### config.mk
export PLATFORM = sky130hd
export DESIGN_NAME = gameover_draw_ctrl
export DESIGN_NICKNAME = d
export VERILOG_FILES = /design/src/rtl/gameover_draw_ctrl.sv
export SDC_FILE = /design/constraint.sdc
export NUM_CORES = 1
export LEC_CHECK = 0
export ABC_AREA = 1
export BUFFER_PORTS_ARGS = -buffer_cell sky130_fd_sc_hd__buf_2
export CORE_ASPECT_RATIO = 0.75
export CORE_UTILIZATION = 55
export DETAILED_ROUTE_END_ITERATION = 12
export PLACE_DENSITY = 0.84
export SYNTH_ARGS = -nofsm -noshare
export SYNTH_HDL_FRONTEND = slang
export SYNTH_SLANG_ARGS = --single-unit
### constraint.sdc
create_clock -name clock -period 1.7 [get_ports clock]
set_input_delay 0.085 -clock clock [delete_from_list [all_inputs] [get_ports clock]]
set_output_delay 0.085 -clock clock [all_outputs]
set_load 0.01 [all_outputs]
### src/rtl/gameover_draw_ctrl.sv
// rtl/gameover_draw_ctrl.sv - game-over screen sequencer: framebuffer blank, text pass, completion/timeout
module gameover_draw_ctrl #(
  parameter int         SCREEN_W    = 160,
  parameter int         SCREEN_H    = 120,
  parameter logic [2:0] CLEAR_COLOR = 3'b000,
  parameter int         MAX_DRAW    = 512
) (
  input  logic       clock,
  input  logic       reset,
  input  logic       start,
  output logic       drawer_draw,
  input  logic [7:0] drawer_x,
  input  logic [6:0] drawer_y,
  input  logic [2:0] drawer_color,
  input  logic       drawer_finish,
  output logic [7:0] vga_x,
  output logic [6:0] vga_y,
  output logic [2:0] vga_color,
  output logic       vga_plot,
  output logic       busy,
  output logic       done,
  output logic       timeout
);

  typedef enum logic [2:0] {
    S_IDLE,
    S_CLEAR,
    S_DRAW,
    S_FLUSH,
    S_DONE
  } state_t;

  localparam int              WD_W    = (MAX_DRAW > 1) ? $clog2(MAX_DRAW) : 1;
  localparam logic [7:0]      X_LAST  = 8'(SCREEN_W - 1);
  localparam logic [6:0]      Y_LAST  = 7'(SCREEN_H - 1);
  localparam logic [WD_W-1:0] WD_LAST = WD_W'(MAX_DRAW - 1);

  state_t          state_q, state_d;
  logic [7:0]      cx_q, cx_d;
  logic [6:0]      cy_q, cy_d;
  logic [WD_W-1:0] wd_q, wd_d;
  logic [7:0]      x_q, x_d;
  logic [6:0]      y_q, y_d;
  logic [2:0]      col_q, col_d;
  logic            plot_q, plot_d;
  logic            draw_q, draw_d;
  logic            tmo_q, tmo_d;

  // Next-state and datapath: raster sweep in CLEAR, one-cycle forwarding of the drawer stream in DRAW/FLUSH
  always_comb begin
    state_d = state_q;
    cx_d    = cx_q;
    cy_d    = cy_q;
    wd_d    = wd_q;
    x_d     = x_q;
    y_d     = y_q;
    col_d   = col_q;
    plot_d  = 1'b0;
    draw_d  = 1'b0;
    tmo_d   = tmo_q;
    case (state_q)
      S_IDLE: begin
        if (start) begin
          state_d = S_CLEAR;
          cx_d    = 8'd0;
          cy_d    = 7'd0;
          tmo_d   = 1'b0;
        end
      end
      S_CLEAR: begin
        x_d    = cx_q;
        y_d    = cy_q;
        col_d  = CLEAR_COLOR;
        plot_d = 1'b1;
        if (cx_q == X_LAST) begin
          cx_d = 8'd0;
          if (cy_q == Y_LAST) begin
            cy_d    = 7'd0;
            wd_d    = '0;
            state_d = S_DRAW;
          end else begin
            cy_d = cy_q + 7'd1;
          end
        end else begin
          cx_d = cx_q + 8'd1;
        end
      end
      S_DRAW: begin
        // draw_q lags the enable by one cycle, matching the drawer's output register
        draw_d = 1'b1;
        x_d    = drawer_x;
        y_d    = drawer_y;
        col_d  = drawer_color;
        plot_d = draw_q;
        wd_d   = wd_q + 1'b1;
        if (drawer_finish) begin
          state_d = S_FLUSH;
        end else if (wd_q == WD_LAST) begin
          tmo_d   = 1'b1;
          state_d = S_FLUSH;
        end
      end
      S_FLUSH: begin
        // The drawer is paused now; its register still holds the final pixel
        x_d     = drawer_x;
        y_d     = drawer_y;
        col_d   = drawer_color;
        plot_d  = 1'b1;
        state_d = S_DONE;
      end
      S_DONE: begin
        state_d = S_IDLE;
      end
      default: begin
        state_d = S_IDLE;
      end
    endcase
  end

  // State and datapath registers with synchronous active-low reset
  always_ff @(posedge clock) begin
    if (!reset) begin
      state_q <= S_IDLE;
      cx_q    <= 8'd0;
      cy_q    <= 7'd0;
      wd_q    <= '0;
      x_q     <= 8'd0;
      y_q     <= 7'd0;
      col_q   <= 3'd0;
      plot_q  <= 1'b0;
      draw_q  <= 1'b0;
      tmo_q   <= 1'b0;
    end else begin
      state_q <= state_d;
      cx_q    <= cx_d;
      cy_q    <= cy_d;
      wd_q    <= wd_d;
      x_q     <= x_d;
      y_q     <= y_d;
      col_q   <= col_d;
      plot_q  <= plot_d;
      draw_q  <= draw_d;
      tmo_q   <= tmo_d;
    end
  end

  assign drawer_draw = (state_q == S_DRAW);
  assign busy        = (state_q != S_IDLE);
  assign done        = (state_q == S_DONE);
  assign timeout     = tmo_q;
  assign vga_x       = x_q;
  assign vga_y       = y_q;
  assign vga_color   = col_q;
  assign vga_plot    = plot_q;

endmodule
Word level (Yosys, flattened, before mapping)
Cells that the tools add are included.
{ "classes": {"n_addsub": 3, "reduce_logical": 13, "n_mux": 25, "eq_ne": 13} }
{ "op_table": {"columns": ["cell", "n"], "rows": [
  ["case mux 8 bit (2 select lines)", 2],
  ["case mux 7 bit (2 select lines)", 2],
  ["2-to-1 mux 7 bit", 3],
  ["2-to-1 mux 9 bit", 2],
  ["case mux 9 bit (2 select lines)", 1],
  ["2-to-1 mux 8 bit", 2],
  ["2-to-1 mux 3 bit", 5],
  ["case mux 3 bit (4 select lines)", 1],
  ["adder 9 x 1 -> 9 bit (second input constant)", 1],
  ["== test 9 bit (second input constant)", 1],
  ["adder 8 x 1 -> 8 bit (second input constant)", 1],
  ["== test 8 bit (second input constant)", 1],
  ["!= test 2 bit (second input constant)", 4],
  ["AND reduction 4 bit", 2],
  ["nonzero test 2 bit", 4],
  ["adder 7 x 1 -> 7 bit (second input constant)", 1],
  ["== test 7 bit (second input constant)", 1],
  ["== test 3 x 2 -> 1 bit (second input constant)", 2],
  ["case mux 3 bit (2 select lines)", 1],
  ["AND reduction 3 bit", 2],
  ["2-to-1 mux 1 bit", 4],
  ["case mux 1 bit (2 select lines)", 2],
  ["OR reduction 2 bit", 2],
  ["== test 3 x 1 -> 1 bit (second input constant)", 1],
  ["other kinds (6)", 6]
]} }
{ "totals": {"reg_bits": 48, "in_bits": 22, "out_inout_bits": 23, "elab_cells": 64} }

Longest topological paths before layout
{ "logic_depth": {"depth_word": 4, "mapped_depth": 12, "depth_no_buf": 12} }

Worst setup path before layout
Ideal clock, no wire load.
{ "synth_timing": {"path_type": "register to register", "from": "register wd_q[0]", "to": "register state_q[0]", "stages_incl_launch_ff": 13, "arrival_time_ns": 1.302, "period_less_slack_ns": 1.430, "path_buffers": 0, "t_required_ns": 1.572, "setup_slack_ns": 0.270, "setup_ns": 0.128, "path_cell_list": "dfxtp_1 > ha_1 > nand2_1 > nor2_1 > nand3_1 > nor2_1 > ha_1 > nor2_1 > nand2_1 > nand2_1 > inv_1 > a21oi_1 > nor2_1"} }
{ "synth_via": {"elab_chain_len": 3} }
{ "synth_rtl": {"columns": ["item", "line", "source"], "rows": [
  ["start, declared", "41", "logic [WD_W-1:0] wd_q, wd_d;"],
  ["start signal, assigned", "137", "wd_q <= wd_d;"],
  ["== test 9 bit", "98", "end else if (wd_q == WD_LAST) begin"],
  ["!= test 3 x 1 -> 1 bit (no line)", null, null],
  ["AND reduction 4 bit (no line)", null, null],
  ["end signal, assigned", "134", "state_q <= state_d;"],
  ["end, declared", "38", "state_t state_q, state_d;"]
]} }
Every way passes these cells.
A chain may end at the register's enable or synchronous reset.

Final worst setup path
{ "layout_timing": {"from": "register cx_q[0]", "to": "register cy_q[5]"} }
{ "layout_via": {"elab_chain_len": 3} }
{ "layout_rtl": {"columns": ["item", "line", "source"], "rows": [
  ["start, declared", "39", "logic [7:0] cx_q, cx_d;"],
  ["start signal, assigned", "124", "cx_q <= 8'd0;"],
  ["start signal, assigned", "135", "cx_q <= cx_d;"],
  ["== test 8 bit", "75", "if (cx_q == X_LAST) begin"],
  ["!= test 2 bit (no line)", null, null],
  ["AND reduction 3 bit (no line)", null, null],
  ["end signal, assigned", "136", "cy_q <= cy_d;"],
  ["end, declared", "40", "logic [6:0] cy_q, cy_d;"]
]} }
Every way passes these cells.

==> results.tsv <==
stage	metric	value	unit
drt	TritonRoute pass-1 iters	7	
drt	Post-Route WL	5710	µm
layout	final instance area	2740	µm²
critical_path	required time of the critical path	1890	ps
layout	commonest non-fill, non-tap cell in the layout	nand2_1	
clocking	worst skew pair latency	300	ps
drt	Final ANT Viol Nets	0	
flow_run	Max-cap violations	0	
floorplan	Die X	77.6	µm
clocking	CTS clk-pin slew, worst paths	90	ps
timing	fin crit period	1580	ps
synthesis	synth unique cells	29	
timing	Fin Clk Skew	9.74	ps
drt	final routed DRC violation total	0	
pwr	Max IR drop VDD	0.372	mV
timing	slack of the critical path	118	ps
clocking	clk root buf	clkbuf_8	
placed_design	post-DP HPWL	4220	µm
clocking	Num CTS Buffers	5	
critical_path	Startpoint Class	flop	
floorplan	die height	58.7	µm
layout	most frequent cells in the layout	nand2_1, dfxtp_1, buf_2, inv_1, a21oi_1	
layout	number of diodes	0	
layout	proportion of layout cells with a drive suffix above 1	20.2	%
timing	Slew Viols, Final	0	
timing	RSZ-0062 raised after global routing	no	
synthesis	#FFs+latches synth	48	
timing	Rel. slew slack	68.9	%
pwr	leakage power	1.16	nW
floorplan	core footprint	4080	µm²
placed_design	placed cells	438	
global_route	largest net degree at the start of global routing	24	
drt	vias per std cell	5.41	
clocking	deepest level of the CTS H-tree	2	
critical_path	critical path class	flop to flop	
timing	Final Cycle Share	93.1	%
critical_path	R2R depth	8	
critical_path	R2R setup slack	120	ps
synthesis	Post-Syn Instances	342	
placed_design	Area after DPL	2640	µm²
timing	final hold violations	0	
clocking	Sink Count	48	
placed_design	GPL Wtd Cong	0.965	
layout	Final nets	417	
global_route	GRT Overall Usage	25.3	%
placed_design	port bufs	44	
pwr	power per cell area	748	nW/µm²
layout	post-layout util	67.1	%
global_route	number of global-route vias before repair	2044	
synthesis	Mean Syn Cell Area	6.89	µm²
timing	Setup-failing EPs final	0	
floorplan	die area	4550	µm²
global_route	global-route wire length before repair	9000	µm
outcome	outcome	completed	
synthesis	yosys warns	0	
critical_path	Setup crit end	cy_q[5]$_SDFFE_PN0P_	
clocking	CTS tree	done	
worst_hold_path	Hold Path Class	primary input to flop	
floorplan	I/O pins	45	
layout	P&R area growth vs syn	16.2	%
critical_path	Worst R2R End	cy_q[5]$_SDFFE_PN0P_	
synthesis	Syn Std Cell Area	2360	µm²
floorplan	initial core utilization	57.8	%
timing	setup TNS	0	ps
clocking	hold buffer count at CTS	0	
global_route	total overflow reported by the global router	0	
layout	Final Non-Filler Cells	446	
timing	f_max	0.632	GHz
worst_hold_path	Hold Crit Start	drawer_color[2]	
drt	detailed-route wire length per cell	12.8	µm
critical_path	critical path launch point	cx_q[0]$_SDFFE_PN0P_	
critical_path	CP max FO	9	
timing	Slew @ Worst Pin	466	ps
synthesis	sequential area share after synthesis	40.8	%
global_route	initial antenna violation count	0	
drt	number of DRC markers in iteration 0	157	
synthesis	Syn Nets	368	
drt	via count	2411	
floorplan	num rows	20	
critical_path	Reg-to-Reg Start	cx_q[0]$_SDFFE_PN0P_	
placed_design	pre-CTS setup slack	98.6	ps
clocking	clk buf depth	2	
critical_path	CP Data Arrival Time	1770	ps
critical_path	Worst setup EP type	flop	
-- synth_stat cells --
cell type / instances / area (µm²)
buf_2: 3 / 15.0
dfxtp_1: 48 / 961
nor2_8: 2 / 40.0
a21oi_1: 28 / 140
buf_6: 1 / 11.3
clkbuf_1: 4 / 15.0
o21ai_1: 3 / 15.0
nor2_1: 28 / 105
inv_2: 2 / 7.51
nor2_4: 1 / 11.3
or2_2: 1 / 6.26
nand2_2: 4 / 25.0
nand2_4: 3 / 33.8
nand3_1: 26 / 130
inv_1: 31 / 116
nand3b_1: 1 / 7.51
nor2_2: 1 / 6.26
nand4_1: 6 / 37.5
ha_1: 4 / 50.1
inv_4: 1 / 6.26
nand2_1: 104 / 390
nor3_1: 7 / 35.0
o21ai_0: 17 / 85.1
o21ai_2: 1 / 8.76
clkinv_1: 1 / 3.75
a31oi_1: 10 / 62.6
o211ai_1: 1 / 7.51
buf_4: 2 / 15.0
o21bai_1: 1 / 7.51
-- power breakdown --
part | total [W] | switching (W) | internal (W) | leakage (nW)
logic | 0.000229 | 0.000149 | 0.0000797 | 0.733
clock network | 0.000655 | 0.000376 | 0.000279 | 0.0400
registers | 0.00116 | 0.0000216 | 0.00114 | 0.389
total | 0.00205 | 0.000546 | 0.00150 | 1.16
-- cells by family (layout without fill, tap and decap cells) --
kind of cell	Yosys count	count (layout)	share of synthesized area (%)
and+or+nand+nor	184	184	35.2
DFF	48	48	40.8
buffers and inverters	45	94	8.07
AOI/OAI and AO/OA	61	61	13.9
adders and majority gates	4	4	2.12
-- critical path, cell delays in order, from the launching register on --
cell,delay (ps)
dfxtp_1,420
ha_1,200
nand2_1,110
nor2_1,130
nand3_1,130
nand2_4,160
nand2_4,100
o21ai_1,170
nor2_1,70
-- routing by layer --
layer,track usage (%),routed length (µm)
met1,36.8,2780
met3,4.65,412
met2,37.7,2430
met5,0,0
met4,9.16,85
-- worst min path at each step --
| stage | cells after the start | end |
|---|---|---|
| 2_1_floorplan | 2 | cx_q[3]$_SDFFE_PN0P_ |
| 3_3_place_gp | 3 | vga_color[0]$_SDFFE_PN0P_ |
| 3_5_place_dp | 3 | vga_color[2]$_SDFFE_PN0P_ |
| 4_1_cts | 3 | vga_color[2]$_SDFFE_PN0P_ |
| 5_1_grt | 3 | vga_color[1]$_SDFFE_PN0P_ |
| 6_report | 3 | vga_color[2]$_SDFFE_PN0P_ |
-- per-stage QoR --
stage          hold WS [ps]  power, W
4_1_cts                29.3   0.00204
3_3_place_gp            343   0.00141
3_5_place_dp            345   0.00142
2_1_floorplan           231   0.00134
6_report               30.3   0.00205
5_1_grt                45.9   0.00213
-- state kept, by name (all words and copies together), names as in the netlist --
signal,flops
state_q,3
vga_y,7
timeout,1
wd_q,9
draw_q,1
vga_plot,1
cx_q,8
vga_x,8
vga_color,3
cy_q,7
-- timing repair --
action	CTS	global route
setup endpoints to repair	0	2
setup buffers	0	1
gates resized for setup	0	4
-- final cells by class --
type | instances | area [µm²]
Clock buffer | 5 | 68.8
Multi-Input combinational cell | 249 | 1210
Timing Repair Buffer | 52 | 280
Fill cell | 372 | 1340
Clock inverter | 2 | 12.5
Tap cell | 55 | 68.8
Inverter | 35 | 134
Sequential cell | 48 | 963
No activity file was read; power rests on OpenSTA's default activity.
